<file path="src/rtl/wb_uart_rx_pkg.sv">
// rtl/wb_uart_rx_pkg.sv - shared UART register map, STATUS layout, FSM encoding and divisor floor
package wb_uart_rx_pkg;

    localparam logic [1:0] REG_RXDATA  = 2'd0;
    localparam logic [1:0] REG_STATUS  = 2'd1;
    localparam logic [1:0] REG_DIVISOR = 2'd2;
    localparam logic [1:0] REG_CTRL    = 2'd3;

    localparam int STAT_NOT_EMPTY = 0;
    localparam int STAT_OVERRUN   = 1;
    localparam int STAT_FRAME_ERR = 2;
    localparam int STAT_FULL      = 3;
    localparam int STAT_COUNT_LSB = 4;

    localparam logic [15:0] DIV_MIN = 16'd4;

    localparam logic [1:0] S_IDLE  = 2'd0;
    localparam logic [1:0] S_START = 2'd1;
    localparam logic [1:0] S_DATA  = 2'd2;
    localparam logic [1:0] S_STOP  = 2'd3;

    function automatic logic [15:0] div_floor(input logic [15:0] div);
        return (div < DIV_MIN) ? DIV_MIN : div;
    endfunction

endpackage

</file>
<file path="src/rtl/wb_uart_rx_core.sv">
// rtl/wb_uart_rx_core.sv - input synchronizer, bit timer and 8N1 receive FSM
module wb_uart_rx_core
    import wb_uart_rx_pkg::*;
(
    input  logic        clk_i,
    input  logic        rst_ni,
    input  logic        i_rx,
    input  logic        i_en,
    input  logic [15:0] i_div,
    output logic [7:0]  o_byte,
    output logic        o_valid,
    output logic        o_frame_err
);

    logic        r_sync1;
    logic        r_sync2;
    logic        r_prev;
    logic [1:0]  r_state;
    logic [15:0] r_cnt;
    logic [15:0] r_div;
    logic [2:0]  r_bit;
    logic [7:0]  r_shift;
    logic        r_valid;
    logic        r_ferr;

    logic        w_fall;
    logic        w_expire;
    logic [15:0] w_div_eff;

    assign w_fall    = r_prev & ~r_sync2;
    // A count of 1 marks the sample cycle, so a reload of div gives exactly div cycles per bit.
    assign w_expire  = (r_cnt == 16'd1);
    assign w_div_eff = div_floor(i_div);

    always_ff @(posedge clk_i) begin
        if (!rst_ni) begin
            r_sync1 <= 1'b1;
            r_sync2 <= 1'b1;
            r_prev  <= 1'b1;
            r_state <= S_IDLE;
            r_cnt   <= '0;
            r_div   <= DIV_MIN;
            r_bit   <= '0;
            r_shift <= '0;
            r_valid <= 1'b0;
            r_ferr  <= 1'b0;
        end else begin
            r_sync1 <= i_rx;
            r_sync2 <= r_sync1;
            r_prev  <= r_sync2;
            r_valid <= 1'b0;
            r_ferr  <= 1'b0;
            if (r_state != S_IDLE && !i_en) begin
                r_state <= S_IDLE;
            end else begin
                case (r_state)
                    S_IDLE: begin
                        if (w_fall && i_en) begin
                            r_state <= S_START;
                            r_div   <= w_div_eff;
                            r_cnt   <= w_div_eff >> 1;
                        end
                    end
                    S_START: begin
                        if (w_expire) begin
                            if (r_sync2) begin
                                r_state <= S_IDLE;
                            end else begin
                                r_state <= S_DATA;
                                r_cnt   <= r_div;
                                r_bit   <= '0;
                            end
                        end else begin
                            r_cnt <= r_cnt - 16'd1;
                        end
                    end
                    S_DATA: begin
                        if (w_expire) begin
                            r_shift <= {r_sync2, r_shift[7:1]};
                            r_cnt   <= r_div;
                            r_bit   <= r_bit + 3'd1;
                            if (r_bit == 3'd7) begin
                                r_state <= S_STOP;
                            end
                        end else begin
                            r_cnt <= r_cnt - 16'd1;
                        end
                    end
                    S_STOP: begin
                        if (w_expire) begin
                            r_state <= S_IDLE;
                            if (r_sync2) begin
                                r_valid <= 1'b1;
                            end else begin
                                r_ferr <= 1'b1;
                            end
                        end else begin
                            r_cnt <= r_cnt - 16'd1;
                        end
                    end
                    default: r_state <= S_IDLE;
                endcase
            end
        end
    end

    assign o_byte      = r_shift;
    assign o_valid     = r_valid;
    assign o_frame_err = r_ferr;

endmodule

</file>
<file path="src/rtl/wb_uart_rx.sv">
// rtl/wb_uart_rx.sv - Wishbone UART receiver: receive FIFO, status/divisor/control registers, irq
module wb_uart_rx
    import wb_uart_rx_pkg::*;
#(
    parameter int WB_DATA_WIDTH = 32,
    parameter int WB_ADDR_WIDTH = 32,
    parameter int CLK_DIV       = 434,
    parameter int FIFO_DEPTH    = 4
) (
    input  logic                     clk_i,
    input  logic                     rst_ni,
    input  logic [WB_ADDR_WIDTH-1:0] wb_addr_i,
    input  logic [WB_DATA_WIDTH-1:0] wb_data_i,
    input  logic [3:0]               wb_sel_i,
    input  logic                     wb_we_i,
    input  logic                     wb_cyc_i,
    input  logic                     wb_stb_i,
    output logic                     wb_ack_o,
    output logic [WB_DATA_WIDTH-1:0] wb_data_o,
    input  logic                     uart_rx_i,
    output logic                     irq_o
);

    localparam int PW = $clog2(FIFO_DEPTH);
    localparam int CW = PW + 1;

    logic                     r_ack;
    logic [WB_DATA_WIDTH-1:0] r_rdata;
    logic                     r_irq;
    logic [15:0]              r_div;
    logic                     r_en;
    logic                     r_irq_en;
    logic                     r_ovr;
    logic                     r_ferr;
    logic [7:0]               r_mem [FIFO_DEPTH];
    logic [PW-1:0]            r_wptr;
    logic [PW-1:0]            r_rptr;
    logic [CW-1:0]            r_count;

    logic                     w_req;
    logic                     w_wr;
    logic                     w_pop;
    logic                     w_full;
    logic                     w_not_empty;
    logic                     w_push_ok;
    logic                     w_set_ovr;
    logic                     w_clr_ovr;
    logic                     w_clr_ferr;
    logic [7:0]               w_byte;
    logic                     w_valid;
    logic                     w_core_ferr;
    logic [7:0]               w_status;
    logic [WB_DATA_WIDTH-1:0] w_rdata;
    logic                     w_unused;

    assign w_unused = ^{wb_sel_i, wb_addr_i[WB_ADDR_WIDTH-1:4], wb_addr_i[1:0],
                        wb_data_i[WB_DATA_WIDTH-1:16]};

    wb_uart_rx_core u_core (
        .clk_i       (clk_i),
        .rst_ni      (rst_ni),
        .i_rx        (uart_rx_i),
        .i_en        (r_en),
        .i_div       (r_div),
        .o_byte      (w_byte),
        .o_valid     (w_valid),
        .o_frame_err (w_core_ferr)
    );

    // Requests are decoded on the edge that raises ack, so side effects are visible in the ack cycle.
    assign w_req       = wb_stb_i & wb_cyc_i & ~r_ack;
    assign w_wr        = w_req & wb_we_i;
    assign w_not_empty = (r_count != '0);
    assign w_full      = (r_count == CW'(FIFO_DEPTH));
    assign w_pop       = w_req & ~wb_we_i & (wb_addr_i[3:2] == REG_RXDATA) & w_not_empty;
    assign w_push_ok   = w_valid & (~w_full | w_pop);
    assign w_set_ovr   = w_valid & w_full & ~w_pop;
    assign w_clr_ovr   = w_wr & (wb_addr_i[3:2] == REG_STATUS) & wb_data_i[STAT_OVERRUN];
    assign w_clr_ferr  = w_wr & (wb_addr_i[3:2] == REG_STATUS) & wb_data_i[STAT_FRAME_ERR];

    always_comb begin
        w_status                      = '0;
        w_status[STAT_NOT_EMPTY]      = w_not_empty;
        w_status[STAT_OVERRUN]        = r_ovr;
        w_status[STAT_FRAME_ERR]      = r_ferr;
        w_status[STAT_FULL]           = w_full;
        w_status[STAT_COUNT_LSB +: 4] = 4'(r_count);
    end

    always_comb begin
        w_rdata = '0;
        case (wb_addr_i[3:2])
            REG_RXDATA:  if (w_not_empty) w_rdata[7:0] = r_mem[r_rptr];
            REG_STATUS:  w_rdata[7:0]  = w_status;
            REG_DIVISOR: w_rdata[15:0] = r_div;
            REG_CTRL:    w_rdata[1:0]  = {r_irq_en, r_en};
            default:     w_rdata = '0;
        endcase
    end

    always_ff @(posedge clk_i) begin
        if (w_push_ok) begin
            r_mem[r_wptr] <= w_byte;
        end
    end

    always_ff @(posedge clk_i) begin
        if (!rst_ni) begin
            r_ack    <= 1'b0;
            r_rdata  <= '0;
            r_irq    <= 1'b0;
            r_div    <= 16'(CLK_DIV);
            r_en     <= 1'b1;
            r_irq_en <= 1'b0;
            r_ovr    <= 1'b0;
            r_ferr   <= 1'b0;
            r_wptr   <= '0;
            r_rptr   <= '0;
            r_count  <= '0;
        end else begin
            r_ack   <= w_req;
            r_rdata <= w_req ? w_rdata : '0;
            r_irq   <= r_irq_en & (w_not_empty | r_ovr | r_ferr);
            if (w_wr && wb_addr_i[3:2] == REG_DIVISOR) begin
                r_div <= wb_data_i[15:0];
            end
            if (w_wr && wb_addr_i[3:2] == REG_CTRL) begin
                r_en     <= wb_data_i[0];
                r_irq_en <= wb_data_i[1];
            end
            // A new event in the same cycle as its W1C wins, so no error is ever lost.
            r_ovr  <= (r_ovr & ~w_clr_ovr) | w_set_ovr;
            r_ferr <= (r_ferr & ~w_clr_ferr) | w_core_ferr;
            if (w_push_ok) begin
                r_wptr <= r_wptr + 1'b1;
            end
            if (w_pop) begin
                r_rptr <= r_rptr + 1'b1;
            end
            case ({w_push_ok, w_pop})
                2'b10:   r_count <= r_count + 1'b1;
                2'b01:   r_count <= r_count - 1'b1;
                default: r_count <= r_count;
            endcase
        end
    end

    assign wb_ack_o  = r_ack;
    assign wb_data_o = r_rdata;
    assign irq_o     = r_irq;

endmodule

</file>
<file path="config.mk">
export PLATFORM = sky130hd
export DESIGN_NAME = wb_uart_rx
export DESIGN_NICKNAME = d
export VERILOG_FILES = /design/src/rtl/wb_uart_rx_pkg.sv /design/src/rtl/wb_uart_rx_core.sv /design/src/rtl/wb_uart_rx.sv
export SDC_FILE = /design/constraint.sdc
export NUM_CORES = 1
export LEC_CHECK = 0
export CORE_MARGIN = 5
export CORE_UTILIZATION = 40
export DETAILED_ROUTE_END_ITERATION = 7
export GPL_TIMING_DRIVEN = 0
export PLACE_DENSITY = 0.66
export SLEW_MARGIN = 20
export SYNTH_ARGS = -nofsm -noshare
export SYNTH_HDL_FRONTEND = slang
export SYNTH_SLANG_ARGS = --single-unit
</file>
<file path="constraint.sdc">
create_clock -name clk_i -period 2.35 [get_ports clk_i]
set_input_delay 0.47 -clock clk_i [delete_from_list [all_inputs] [get_ports clk_i]]
set_output_delay 0.47 -clock clk_i [all_outputs]
set_load 0.01 [all_outputs]
</file>
==> results.yml, run 1 <==
cells_and_area:
  layout-drive-gt1-share_pct: 14.2
  fin_nets: 806
  final_common_cell: "dfxtp_1"
  regArea_mm2: 0.00290
  final_cell_mix: "96 x dfxtp_1, 95 x nand2_1, 40 x clkdlybuf4s50_1"
  finish.utilization_pct: 50.0
  finalNonFillerCells: 944
  synthToLayoutAreaGrowth_pct: 21.9
  post-route-cell-area_mm2: 0.00765
  multi_input_area_mm2: 0.00303
  fill_cells: 1456
critical_path:
  ff2ff_setup_slack_ps: 140
  r2r_cells: 9
  critPathLaunchType: "flop"
  crit_path_end: "u_core.r_cnt[13]"
  cp.arrival_ps: 2520
  path_cells: "inv_1, ha_1, or2b_1, or2_1, buf_6, o31a_1, buf_6, o211a_1, a32o_1"
  rr_endpoint: "u_core.r_cnt[13]"
  worst_r2r_startpoint: "u_core.r_cnt[1]"
  crit_top_cell: "buf_6"
  worstSetupEndpointType: "flop"
  critPathMaxStageDelay_ps: 370
  crit_type: "reg2reg"
  cp-startpoint: "u_core.r_cnt[1]"
  required_ps: 2660
  crit_fanout: 10
  crit_slowest_cell: "dfxtp_1"
floorplanning:
  dieArea_mm2: 0.0183
  start_util_pct: 41.0
  pin_count: 108
  die_h_um: 135
  die_w_um: 135
  row_count: 45
  core_area_mm2: 0.0153
timing:
  maxSlewHeadroom_pct: 56.1
  rsz0062_at_grt: "yes"
  finalCritPeriodShare_pct: 94.2
  slew_viol_final: 0
  fin_crit_ps: 2210
  worstMarginPinSlew_ps: 658
  setup_violations: 0
  worst_slack_ps: 136
  hold_violations: 0
  tns_ps: 0
  skew_ps: 8.31
  max_freq_mhz: 452
place:
  place.gp.congestion: 0.912
  dpl_cell_area_mm2: 0.00701
  place_ws_ps: -773
  dp_hpwl_mm: 12.9
  port_buffers: 41
  post-place-cells: 908
drt:
  routed_via_density: 5.42
  ant_nets: 0
  drc: 0
  dr.pass1.iters: 5
  drtIter0Drc: 414
  routed_wl_mm: 17.5
  routedWlPerCell_um: 18.5
  route.vias.total: 5119
logic_synthesis:
  ys.flop_type: "dfxtp_1"
  synth_top_cell_by_area: "dfxtp_1"
  ys_warn_count: 0
  synth_top_area_share_pct: 30.9
  syn_avg_cell_area_um2: 9.79
  netlist_area_mm2: 0.00628
  synthArstFlopShare_pct: 0
  synth-edff-count: 32
  synth_cells: 641
  ys_top_cells_by_area: "dfxtp_1 31%, edfxtp_1 15%, nand2_1 5.7%"
  ys_seq_area_share_pct: 46.3
  ys_types: 76
  synth-seq-cells: 129
power:
  power_frac_seq_pct: 37.6
  power.switching_mw: 1.98
  clockPowerShare_pct: 39.9
  p_per_area_mw_per_mm2: 837
  p_leak_nw: 2.84
  vdd_ir_drop_max_mv: 0.516
  power_frac_comb_pct: 22.5
  p_int_mw: 4.43
  switching_share_pct: 30.9
global_route:
  grt_first_pass_wirelength_mm: 27.2
  grt_pass1_vias: 4932
  grt_usage_pct: 19.5
  grt_max_degree: 17
  grt_overflow: 0
  antenna_found_initial: 0
clock_tree:
  clock_insertion_delay_worst_skew_ps: 420
  cts_buffers: 17
  path_clk_slew_ps: 60
  clock-root-buffer: "clkbuf_16"
  h-tree-depth: 4
  cts_tree: "built"
  clock-sinks: 129
  clock_path_buffers: 2
min_path:
  hp-class: "reg2reg"
flow_run:
  cap_violations: 0
run_status:
  status: "finished, final reports clean"
==> kinds of logic after synthesis <==
logic type / Yosys count / synth area share, %
AO/OA/AOI/OAI: 141 / 16.4
XOR/XNOR: 12 / 1.67
adder cells (fa/ha/maj): 13 / 2.71
other: 1 / 0.0598
flip-flops: 129 / 46.3
AND/OR/NAND/NOR: 247 / 20.5
buffers and inverters: 74 / 6.92
multiplexers: 24 / 5.50
==> power by group through the flow <==
stage	sequential (mW)	combinational [mW]	clock [mW]
5_1_grt	2.42	1.56	2.70
3_5_place_dp	2.45	1.36	0
6_report	2.41	1.44	2.56
3_3_place_gp	2.45	1.35	0
2_1_floorplan	2.43	1.04	0
4_1_cts	2.40	1.37	2.59
==> through the flow <==
| step | total power, mW | hold WS, ps |
|---|---|---|
| after floorplan | 3.46 | 386 |
| after global placement | 3.80 | 397 |
| after detailed placement | 3.81 | 407 |
| after CTS | 6.36 | 447 |
| after global routing | 6.67 | 447 |
| final | 6.41 | 437 |
==> what timing repair did <==
item | 4_1_cts | 5_1_grt
hold buffers | 0 | 0
pin swaps | 0 | 2
resized for setup | 8 | 11
endpoints found under the setup margin | 38 | 62
endpoints found under the hold margin | 0 | 0
buffers inserted | 0 | 3
==> how the worst min path moves through the flow <==
| stage | depth (start not counted) | slack [ps] | endpoint | startpoint |
|---|---|---|---|---|
| 3_5_place_dp | 1 | 410 | u_core.r_sync2 | u_core.r_sync1 |
| 4_1_cts | 1 | 450 | u_core.r_sync2 | u_core.r_sync1 |
| 2_1_floorplan | 1 | 390 | u_core.r_sync2 | u_core.r_sync1 |
| 6_report | 1 | 440 | u_core.r_sync2 | u_core.r_sync1 |
| 5_1_grt | 1 | 450 | u_core.r_sync2 | u_core.r_sync1 |
| 3_3_place_gp | 1 | 400 | u_core.r_sync2 | u_core.r_sync1 |
==> registers in the layout, indices dropped and copies added (netlist names), 2 cells and up, named ones only <==
register and flops:
r_count 3, r_div 16, r_mem 32, r_rptr 2
r_wptr 2, u_core.o_byte 8, u_core.r_bit 3, u_core.r_cnt 16
u_core.r_div 16, wb_data_o 16
==> area by class of cell <==
cell class / instances / area share [%]
timing repair buffer: 44 / 5.69
buffer: 57 / 4.92
antenna: 1 / 0.0327
clock buffer: 18 / 5.74
clock inverter: 14 / 1.72
multi-input combinational: 453 / 39.6
sequential: 129 / 38.0
inverter: 17 / 0.834
tap: 211 / 3.45
==> metal layers <==
layer	track usage, %	share of wire [%]	vias up
met4	7.00	2.0	0
li1	-	-	2431
met3	5.16	6.2	30
met5	0	0	-
met2	31.1	47	183
met1	25.5	44	2475
==> synth_stat cells (4+ instances only) <==
cell type  instances
mux2i_1           12
mux4_2             8
ha_1              12
xnor2_1            8
and3_1             5
nand2b_1           7
xor2_1             4
buf_6              5
a21boi_0          37
buf_4             16
inv_1             17
dfxtp_1           97
o21a_1             6
or3_1              4
nor4_1             6
nand4_1            4
clkbuf_1          27
a31oi_1            5
nor2_1            27
nor3b_1            5
nand3_1           31
a221oi_1           4
and2_1            20
a21oi_1           15
a32o_1             5
or4_1              4
nor3_1            15
o211ai_1           7
a2bb2oi_1          5
edfxtp_1          32
a22oi_1            6
clkbuf_8           5
o21ai_0           22
mux2_2             4
nand2_1           95
==> critical path, delay by kind of cell (launching register included) <==
| family | cells | cell delay, ps |
|---|---|---|
| flip-flops | 1 | 370 |
| buffers and inverters | 3 | 420 |
| AND/OR/NAND/NOR | 2 | 490 |
| AO/OA/AOI/OAI | 3 | 690 |
| adder cells (fa/ha/maj) | 1 | 150 |
Note: power is estimated with default switching activity, not from simulation.
==> run 2, diff against run 1 <==
SYNTH_HIERARCHICAL = 1   (was not set)
==> results.yml, run 2 <==
run_status:
  status: "finished, violations left"
  violations: "setup timing"
power:
  vdd_ir_drop_max_mv: 0.593
  p_per_area_mw_per_mm2: 952
  p_total_mw: 7.31
  p_leak_nw: 2.79
timing:
  slew_viol_final: 0
  whs_ps: 330
  hold_violations: 0
  finalCritPeriodShare_pct: 104
  fin_crit_ps: 2440
  worst_slack_ps: -87.2
  max_freq_mhz: 410
  maxSlewHeadroom_pct: 49.3
  skew_ps: 10.1
  worstMarginPinSlew_ps: 760
  setup_violations: 17
  rsz0062_at_grt: "yes"
cells_and_area:
  fin_nets: 812
  fill_cells: 1413
  synthToLayoutAreaGrowth_pct: 23.2
  num_antenna_cells: 0
  regMostFlops: "r_mem"
  final_common_cell: "nand2_1"
  final_cell_mix: "108 x nand2_1, 93 x dfxtp_1, 39 x clkdlybuf4s50_1"
  layout-drive-gt1-share_pct: 16.8
  finish.utilization_pct: 50.3
  largest_register_ffs: 32
clock_tree:
  cts_hold_buf: 0
  clock_path_buffers: 2
  h-tree-depth: 4
  clock-sinks: 129
  clock-root-buffer: "clkbuf_16"
  path_clk_slew_ps: 60
  clock_insertion_delay_worst_skew_ps: 430
  cts_buffers: 17
  cts_tree: "built"
place:
  dp_hpwl_mm: 12.4
  port_buffers: 40
  place.gp.congestion: 0.931
  place_ws_ps: -448
logic_synthesis:
  synth_top_cell_by_area: "dfxtp_1"
  ys_types: 75
  synth_cells: 648
  synthArstFlopShare_pct: 0
  synth-edff-count: 32
  ys_seq_area_share_pct: 46.6
  netlist_area_mm2: 0.00623
  synth-seq-cells: 129
  ys.flop_type: "dfxtp_1"
  syn_avg_cell_area_um2: 9.62
  ys_top_cells_by_area: "dfxtp_1 31%, edfxtp_1 15%, nand2_1 6.9%"
  synth_top_area_share_pct: 31.2
  yosysMostFrequentCell: "nand2_1"
  ys_warn_count: 6
  synthTopCellsByCount: "114 x nand2_1, 97 x dfxtp_1, 38 x a21oi_1, 32 x edfxtp_1, 28 x nand3_1"
critical_path:
  crit_type: "reg2reg"
  rr_endpoint: "u_core/o_byte[0]"
  crit_fanout: 8
  cp-startpoint: "u_core/r_cnt[7]"
  path_cells: "or4_4, or4_4, or4_4, nand2_2, a21oi_1"
  crit_top_cell: "or4_4"
  crit_slowest_cell: "or4_4"
  worst_r2r_startpoint: "u_core/r_cnt[7]"
  critPathMaxStageDelay_ps: 670
  critPathLaunchType: "flop"
  required_ps: 2630
  r2r_cells: 5
  cp.arrival_ps: 2710
  ff2ff_setup_slack_ps: -90
  crit_path_end: "u_core/o_byte[0]"
  worstSetupEndpointType: "flop"
floorplanning:
  pin_count: 108
  start_util_pct: 40.8
  row_count: 45
  die_w_um: 135
  core_area_mm2: 0.0153
  dieArea_mm2: 0.0182
  die_h_um: 135
global_route:
  grt_usage_pct: 19.5
  grt_overflow: 0
  grt_pass1_vias: 5145
  antenna_found_initial: 0
  grt_max_degree: 17
  grt_first_pass_wirelength_mm: 27.5
drt:
  route.vias.total: 5235
  ant_nets: 0
  routed_wl_mm: 17.4
  routedWlPerCell_um: 18.4
  wl_met1_mm: 7.68
  drc: 0
  wl_met3_um: 949
  routed_via_density: 5.52
  dr.pass1.iters: 5
  drtIter0Drc: 393
  wl_met2_mm: 8.30
  top_layer: "met4"
min_path:
  hp-class: "in2reg"
flow_run:
  cap_violations: 0
run 2: power by group:
group	internal (mW)	switching (mW)
Sequential	2.35	0.102
Combinational	0.889	1.46
Clock	1.46	1.04
run 2: layout make-up:
cell class / count / area, µm² / share of cell area, %
plain buffers: 54 / 335 / 4.37
well taps: 211 / 264 / 3.44
flip-flops and latches: 129 / 2910 / 37.9
multi-input cells: 455 / 3070 / 40.0
inverters: 19 / 71.3 / 0.928
repair buffers: 48 / 467 / 6.08
clock buffers: 17 / 425 / 5.54
clock inverters: 15 / 135 / 1.76
run 2: worst max-delay path, delay by kind of cell, from the launching register on:
kind / cells / cell delay (ps)
AO/OA/AOI/OAI: 1 / 60
AND/OR/NAND/NOR: 4 / 1900
flip-flops: 1 / 320
run 2: per-layer routing:
| metal | vias to the layer above | GRT usage (%) |
|---|---|---|
| li1 | 2462 | - |
| met1 | 2569 | 25.2 |
| met2 | 166 | 31.0 |
| met3 | 38 | 4.88 |
| met4 | 0 | 8.54 |
| met5 | - | 0 |
run 2: cell families after synthesis:
group / after synthesis / synth area share, %
XOR/XNOR: 11 / 1.55
other: 1 / 0.0602
multiplexers: 24 / 5.50
AO/OA/AOI/OAI: 123 / 14.0
AND/OR/NAND/NOR: 267 / 22.3
buffers and inverters: 79 / 7.03
flip-flops: 129 / 46.6
adder cells (fa/ha/maj): 14 / 2.93
run 2: worst min path at each step:
stage,startpoint,endpoint,slack [ps],cells past startpoint
after floorplan,u_core/r_sync1,u_core/r_sync2,390,1
after global placement,u_core/r_sync1,u_core/r_sync2,400,1
after detailed placement,u_core/r_sync1,u_core/r_sync2,410,1
after CTS,wb_addr_i[3],wb_data_o[0],330,3
after global routing,wb_addr_i[3],wb_data_o[0],320,3
final,wb_addr_i[3],wb_data_o[0],330,3
run 2: metrics by stage:
stage               cells  setup TNS [ps]  area [µm²]
detailed placement    914          -14770        6970
global placement      914          -11950        6970
floorplan             663            -113        6300
global route          948           -1900        7680
finish                948            -950        7680
CTS                   945            -279        7580
run 2: repair_timing:
action	4_1_cts	5_1_grt
buffers inserted	4	4
setup endpoints to repair	32	30
hold endpoints to repair	0	0
pin swaps	11	8
resized for setup	19	22
==> run 3, diff against run 2 <==
CORE_UTILIZATION = 53   (was 40)
PLACE_DENSITY = 0.83   (was 0.66)
SYNTH_HIERARCHICAL = not set   (was 1)
==> results.yml, run 3 (synthesized netlist as in run 1, its figures left out) <==
run_status:
  status: "finished, final reports clean"
global_route:
  grt_overflow: 0
  grt_max_degree: 17
  grt_pass1_vias: 5067
  grt_usage_pct: 24.2
  antenna_found_initial: 0
  grt_first_pass_wirelength_mm: 27.0
critical_path:
  crit_type: "reg2reg"
  cp.arrival_ps: 2580
  required_ps: 2660
  worstSetupEndpointType: "flop"
  rr_endpoint: "u_core.r_cnt[14]"
  critPathLaunchType: "flop"
  ff2ff_setup_slack_ps: 80
  crit_fanout: 9
  r2r_cells: 7
  worst_r2r_startpoint: "u_core.r_cnt[0]"
drt:
  dr.pass1.iters: 6
  route.vias.total: 5172
  ant_nets: 0
  drtIter0Drc: 435
  routedWlPerCell_um: 19.0
  drc: 0
  routed_wl_mm: 16.7
  routed_via_density: 5.90
clock_tree:
  cts_hold_buf: 0
  clock_path_buffers: 2
  clock_insertion_delay_worst_skew_ps: 420
  clock-sinks: 129
  path_clk_slew_ps: 60
  h-tree-depth: 4
  cts_buffers: 17
  cts_tree: "built"
  clock-root-buffer: "clkbuf_16"
floorplanning:
  core_area_mm2: 0.0115
  start_util_pct: 54.5
  die_h_um: 119
  pin_count: 108
  die_w_um: 119
  row_count: 39
  dieArea_mm2: 0.0141
min_path:
  hold_end: "u_core.r_sync2"
  worstHoldStart: "u_core.r_sync1"
  whs_path_depth: 1
  hp-class: "reg2reg"
timing:
  max_freq_mhz: 441
  rsz0062_at_grt: "yes"
  maxSlewHeadroom_pct: 49.8
  finalCritPeriodShare_pct: 96.4
  whs_ps: 432
  worstMarginPinSlew_ps: 751
  fin_crit_ps: 2270
  hold_violations: 0
  slew_viol_final: 0
  skew_ps: 5.93
  setup_violations: 0
cells_and_area:
  regMostFlops: "r_mem"
  largest_register_ffs: 32
  post-route-cell-area_mm2: 0.00757
  final_cell_mix: "95 x nand2_1, 95 x dfxtp_1, 40 x clkdlybuf4s50_1"
  num_antenna_cells: 0
  synthToLayoutAreaGrowth_pct: 20.7
  fill_cells: 893
  layout-drive-gt1-share_pct: 14.5
  fin_nets: 807
power:
  p_leak_nw: 2.84
  p_per_area_mw_per_mm2: 842
  vdd_ir_drop_max_mv: 0.568
place:
  dp_hpwl_mm: 11.9
  dpl_cell_area_mm2: 0.00692
  port_buffers: 41
  place.gp.congestion: 0.957
flow_run:
  cap_violations: 0
run 3: power by group:
group          internal [mW]  total [mW]  leakage (nW)  switching, mW
Sequential              2.32        2.41          1.08         0.0867
Clock                   1.47        2.52         0.269           1.05
Combinational          0.626        1.45          1.49          0.822
Total                   4.41        6.37          2.84           1.96
run 3: routing by layer:
layer,vias up,GRT usage [%],wire [µm]
li1,2431,-,-
met2,201,40.5,8290
met1,2494,30.1,6830
met5,-,0,0
met3,46,5.12,965
met4,0,11.1,564
run 3: metrics by stage:
step / setup TNS, ps / util (%) / instances / worst slack, ps / total power [mW]
2_1_floorplan: 0 / - / 656 / 245 / 3.46
3_3_place_gp: -32160 / 60.1 / 840 / -873 / 3.77
3_5_place_dp: -33680 / 60.1 / 840 / -915 / 3.80
4_1_cts: 0 / 65.3 / 872 / 3.88 / 6.31
5_1_grt: -39.4 / 65.8 / 876 / -39.2 / 6.62
6_report: 0 / 65.8 / 876 / 84.8 / 6.37
run 3: worst max-delay path, cell delays in order, from the launching register on:
cell	delay, ps
dfxtp_2	430
ha_1	200
or2b_1	260
or2_1	220
buf_6	140
o311ai_0	440
a2111oi_0	160
a32o_1	290
run 3: layout make-up:
| class | instances | area (µm²) | share of cell area, % |
|---|---|---|---|
| flip-flops and latches | 129 | 2910 | 38.4 |
| well taps | 143 | 179 | 2.36 |
| clock inverters | 14 | 130 | 1.72 |
| plain buffers | 56 | 373 | 4.92 |
| multi-input cells | 453 | 3040 | 40.2 |
| clock buffers | 18 | 429 | 5.67 |
| inverters | 17 | 63.8 | 0.842 |
| repair buffers | 46 | 450 | 5.95 |
run 3: worst max path at each step:
stage	from	endpoint	slack (ps)	cells past startpoint
2_1_floorplan	wb_cyc_i	r_count[2]	240	7
3_3_place_gp	wb_we_i	r_mem[2][0]	-870	5
3_5_place_dp	wb_we_i	r_mem[2][0]	-920	5
4_1_cts	u_core.r_cnt[2]	flop	4	7
5_1_grt	wb_addr_i[3]	r_div[13]	-40	8
6_report	u_core.r_cnt[0]	u_core.r_cnt[14]	80	7
run 3: timing repair:
item                                    in CTS  in global routing
endpoints found under the setup margin      38                 77
gates resized for setup                     10                 13
pin swaps                                    0                  4
buffers inserted                             0                  5
